==> config.mk <==
export PLATFORM = sky130hd
export DESIGN_NAME = mod_n_counter
export DESIGN_NICKNAME = d
export VERILOG_FILES = /design/src/rtl/mod_n_counter_pkg.sv /design/src/rtl/mod_n_counter_edge_detect.sv /design/src/rtl/mod_n_counter.sv
export SDC_FILE = /design/constraint.sdc
export NUM_CORES = 1
export LEC_CHECK = 0
export CAP_MARGIN = 20
export CORE_AREA = 5 5 42 44
export DETAILED_ROUTE_END_ITERATION = 7
export DIE_AREA = 0 0 47 49
export SYNTH_ARGS = -nofsm -noshare
export SYNTH_HDL_FRONTEND = slang
export SYNTH_SLANG_ARGS = --single-unit
==> constraint.sdc <==
create_clock -name CLK -period 1.2 [get_ports CLK]
set_clock_uncertainty 0.05 [all_clocks]
set_input_delay 0.24 -clock CLK [delete_from_list [all_inputs] [get_ports CLK]]
set_output_delay 0.24 -clock CLK [all_outputs]
set_load 0.1 [all_outputs]
==> src/rtl/mod_n_counter_pkg.sv <==
// ============================================================================
// Module   : mod_n_counter_pkg
// Brief    : Shared mode constants and step decode for the modulo-N counter.
// Revision : 1.0 - initial release
// ============================================================================
`default_nettype none

package mod_n_counter_pkg;

    localparam int EDGE_LEVEL  = 0;
    localparam int EDGE_RISING = 1;

    typedef enum logic [1:0] {
        STEP_HOLD = 2'd0,
        STEP_UP   = 2'd1,
        STEP_DOWN = 2'd2
    } step_t;

    // Simultaneous up and down requests cancel into a hold.
    function automatic step_t decode_step(input logic up, input logic dn);
        step_t s;
        s = STEP_HOLD;
        if (up && !dn) begin
            s = STEP_UP;
        end else if (dn && !up) begin
            s = STEP_DOWN;
        end
        return s;
    endfunction

endpackage

`default_nettype wire

==> src/rtl/mod_n_counter_edge_detect.sv <==
// ============================================================================
// Module   : mod_n_counter_edge_detect
// Brief    : Single-cycle pulse on each 0->1 transition of a level input.
// Revision : 1.0 - initial release
// ============================================================================
`default_nettype none

module mod_n_counter_edge_detect (
    input  logic CLK,
    input  logic Reset,
    input  logic in,
    output logic pulse
);

    logic r_in_d;

    always_ff @(posedge CLK) begin
        if (Reset) begin
            r_in_d <= 1'b0;
        end else begin
            r_in_d <= in;
        end
    end

    assign pulse = in & ~r_in_d;

endmodule

`default_nettype wire

==> src/rtl/mod_n_counter.sv <==
// ============================================================================
// Module   : mod_n_counter
// Brief    : Modulo-N up/down counter with clamped load and cascade outputs.
// Revision : 1.0 - initial release
// ============================================================================
`default_nettype none

module mod_n_counter
    import mod_n_counter_pkg::*;
#(
    parameter int MODULUS   = 4,
    parameter int WIDTH     = 2,
    parameter int EDGE_MODE = EDGE_LEVEL
) (
    input  logic             CLK,
    input  logic             Reset,
    input  logic             INC,
    input  logic             DEC,
    input  logic             Load,
    input  logic [WIDTH-1:0] LoadValue,
    output logic [WIDTH-1:0] Q,
    output logic             Carry,
    output logic             Borrow,
    output logic             AtMax,
    output logic             AtZero
);

    localparam logic [WIDTH:0]   c_mod_ext = (WIDTH+1)'(MODULUS);
    localparam logic [WIDTH-1:0] c_max     = WIDTH'(MODULUS - 1);
    localparam logic [WIDTH-1:0] c_one     = WIDTH'(1);
    localparam logic [WIDTH-1:0] c_zero    = '0;

    if ((MODULUS < 2) || (MODULUS > (2 ** WIDTH))) begin : g_bad_modulus
        $error("mod_n_counter: MODULUS %0d outside 2..2**WIDTH (WIDTH=%0d)", MODULUS, WIDTH);
    end

    if ((EDGE_MODE != EDGE_LEVEL) && (EDGE_MODE != EDGE_RISING)) begin : g_bad_edge_mode
        $error("mod_n_counter: EDGE_MODE %0d is not a known mode", EDGE_MODE);
    end

    logic             w_up;
    logic             w_dn;
    step_t            w_step;
    logic [WIDTH-1:0] w_load_q;
    logic [WIDTH-1:0] w_q_next;
    logic             w_at_max;
    logic             w_at_zero;
    logic [WIDTH-1:0] r_q;

    if (EDGE_MODE == EDGE_RISING) begin : g_edge
        mod_n_counter_edge_detect u_inc_edge (
            .CLK   (CLK),
            .Reset (Reset),
            .in    (INC),
            .pulse (w_up)
        );

        mod_n_counter_edge_detect u_dec_edge (
            .CLK   (CLK),
            .Reset (Reset),
            .in    (DEC),
            .pulse (w_dn)
        );
    end else begin : g_level
        assign w_up = INC;
        assign w_dn = DEC;
    end

    assign w_step    = decode_step(w_up, w_dn);
    assign w_at_max  = (r_q == c_max);
    assign w_at_zero = (r_q == c_zero);

    // Out-of-range load values clamp to the top of the count range.
    assign w_load_q = ({1'b0, LoadValue} < c_mod_ext) ? LoadValue : c_max;

    always_comb begin
        w_q_next = r_q;
        if (Load) begin
            w_q_next = w_load_q;
        end else begin
            case (w_step)
                STEP_UP:   w_q_next = w_at_max  ? c_zero : (r_q + c_one);
                STEP_DOWN: w_q_next = w_at_zero ? c_max  : (r_q - c_one);
                default:   w_q_next = r_q;
            endcase
        end
    end

    always_ff @(posedge CLK) begin
        if (Reset) begin
            r_q <= c_zero;
        end else begin
            r_q <= w_q_next;
        end
    end

    // Wrap flags lead Q by one cycle so the next digit steps on the same edge.
    assign Carry  = ~Reset & ~Load & (w_step == STEP_UP)   & w_at_max;
    assign Borrow = ~Reset & ~Load & (w_step == STEP_DOWN) & w_at_zero;

    assign Q      = r_q;
    assign AtMax  = w_at_max;
    assign AtZero = w_at_zero;

endmodule

`default_nettype wire

==> results.yml <==
timing:
  worst_pin_slew_ns: 0.1988
  finalMaxSlewViolations: 0
  fmax_ghz: 0.6838
  min_period_ns: 1.462
  setup_viol: 7
  setup_ws_ns: -0.2624
  relSlewSlack: 0.8669
  period_share: 1.219
  hold_violations: 0
  rsz0062_at_grt: "true"
final_layout:
  area_growth_pct: 183.7
  fin_nets: 57
  fill_cells: 153
  diodes: 0
  largest_reg_flops: 2
  utilization: 0.3875
  layout-drive-gt1-share: 0.6522
cts:
  clk_pin_slew_ns: 0.03
  cts_root_buf: "clkbuf_4"
  cts_tree: "done"
  clk_latency_ns: 0.22
  htreeDepth: 1
  clock-sinks: 2
  clockBufferDepth: 2
  numCtsBuffers: 3
yosys:
  synth.most_common_cell: "nor2_1"
  syn_nets: 31
  synthTopCellsByArea: "dfxtp_1 (21%), ha_1 (13%), and4b_2 (12%)"
  synth.cell_area_um2: 191.4
  synth_cell_types: 15
  synth_top_area_frac: 0.2092
  syn_inst: 22
  async_flop_share: 0
  yosys-top-cells-count: "nor2_1 (4), and4b_2 (2), dfxtp_1 (2), ha_1 (2), inv_1 (2)"
  synth_top_cell_by_area: "dfxtp_1"
  yosysWarnings: 0
  ys_ff_latch: 2
  synth.avg_cell_area_um2: 8.702
  ys_seq_area_frac: 0.2092
  synth_top_flop_cell: "dfxtp_1"
  synth_edf_count: 0
critical_path:
  path_delay_family: "flip-flops"
  cp_data_required_time_ns: 0.91
  arrival_ns: 1.17
  cp_num_buf_inv: 2
  cp_cell_sequence: "inv_4, ha_4, and4b_4, buf_12"
  crit_type: "reg2out"
  crit_path_end_kind: "output port"
  critPathLaunchType: "flop"
  crit_fanout: 4
  slowest_stage: "dfxtp_4"
  slowest_delay_ns: 0.35
floorplan:
  coreArea_um2: 1401
  start_util: 0.1366
  die_w_um: 47
  dieArea_um2: 2303
  die_h_um: 49
  ios: 13
  rows: 14
power:
  power_density_nw_per_um2: 961.9
  cellLeakagePower_nw: 0.2343
  finalPower_uw: 522.3
  ir_worst_vdd_uv: 441.0
route:
  dr.pass1.iters: 2
  drt_iter0_drc: 1
  vias_per_cell: 4.065
  finalWirelength_um: 555
  ant_nets: 0
  drc: 0
  wl_per_cell_um: 8.952
  vias: 252
flow_run:
  drv_cap: 0
place:
  gp_congestion: 0.7710
  port_buffers: 12
  dpl.hpwl_um: 436.2
hold_path:
  holdCritPathClass: "in2reg"
global_routing:
  gr-usage-all-layers: 0.06193
  grt_max_degree: 7
  overflow: 0
  antenna_found_initial: 0
  grt_pass1_wl_um: 986
  grt_pass1_vias: 246
status:
  status: "complete, but fails checks"
  violations: "setup timing"
[worst register-to-register path, delay by kind of cell, from the launching register on]
family	cells	cell delay, ns
DFF	1	0.37
xor gates and xnor gates	1	0.38
and+or+nand+nor	1	0.22
AOI/OAI and AO/OA	1	0.12
[cell families (layout without fill, tap and decap cells)]
family / after synthesis / count (layout) / synth area share
AND/OR/NAND/NOR: 13 / 13 / 0.4117
adder cells (fa/ha/maj): 2 / 2 / 0.1307
AO/OA/AOI/OAI: 2 / 2 / 0.09152
flip-flops: 2 / 2 / 0.2092
buffers and inverters: 2 / 26 / 0.03923
XOR/XNOR: 1 / 1 / 0.1176
[cell usage in the layout, fill, tap and decap left out]
cell type,count
nor2_2,1
a32oi_1,1
and4b_4,2
buf_4,8
inv_4,1
nand3_1,1
nor4b_4,1
nand2_1,1
nor2_1,3
clkdlybuf4s50_1,2
buf_12,6
nor2b_1,1
clkbuf_4,3
xnor3_1,1
buf_6,1
and3_1,1
or2_1,1
inv_2,1
nor3_2,1
a21oi_2,1
ha_4,2
dfxtp_4,2
dlygate4sd2_1,4
[final timing paths]
path                            startpoint     end  slack, ns  depth (start not counted)
worst min-delay path                 Reset    Q[0]       0.38                          3
worst min register to register        Q[1]    Q[1]       0.63                          3
worst max register to register        Q[0]    Q[0]      -0.02                          3
worst max-delay path                  Q[0]  Borrow      -0.26                          4
[where the power goes]
group	internal (mW)	switching, mW	total [mW]
registers	0.0739	0.0114	0.0853
logic	0.135	0.156	0.291
clock network	0.110	0.0363	0.146
total	0.319	0.204	0.522
[routing by layer]
layer | global-route usage | wire length, um
met5 | 0 | 0
met4 | 0.06912 | 19
met3 | 0.01476 | 70
met2 | 0.08145 | 249
met1 | 0.07237 | 215
[per-stage QoR]
step                      setup WS (ns)  cell area, um^2  setup TNS (ns)  hold WS (ns)  cells
after floorplan                 -0.5296            229.0          -1.601        0.2433     22
after global placement          -0.3728            489.2          -1.438        0.6149     58
final                           -0.2624            543.0         -0.8329        0.3828     62
after detailed placement        -0.3742            489.2          -1.473        0.6206     58
after CTS                       -0.2871            519.2         -0.8470        0.3673     61
after global routing            -0.2969            543.0          -1.171        0.4013     62
[repair_timing]
item / CTS / global route
pin swaps: 3 / 0
resized for setup: 9 / 4
hold buffers: 0 / 0
setup endpoints to repair: 6 / 7
buffers inserted: 0 / 2
[layout make-up]
| cell class | count | area [um^2] | share of cell area |
|---|---|---|---|
| Multi-Input combinational cell | 18 | 196.4 | 0.3618 |
| Tap cell | 16 | 20.02 | 0.03687 |
| Inverter | 2 | 10.01 | 0.01843 |
| Timing Repair Buffer | 21 | 246.5 | 0.4539 |
| Clock buffer | 3 | 22.52 | 0.04147 |
| Sequential cell | 2 | 47.55 | 0.08756 |
Power figures use the tool's default switching activity.
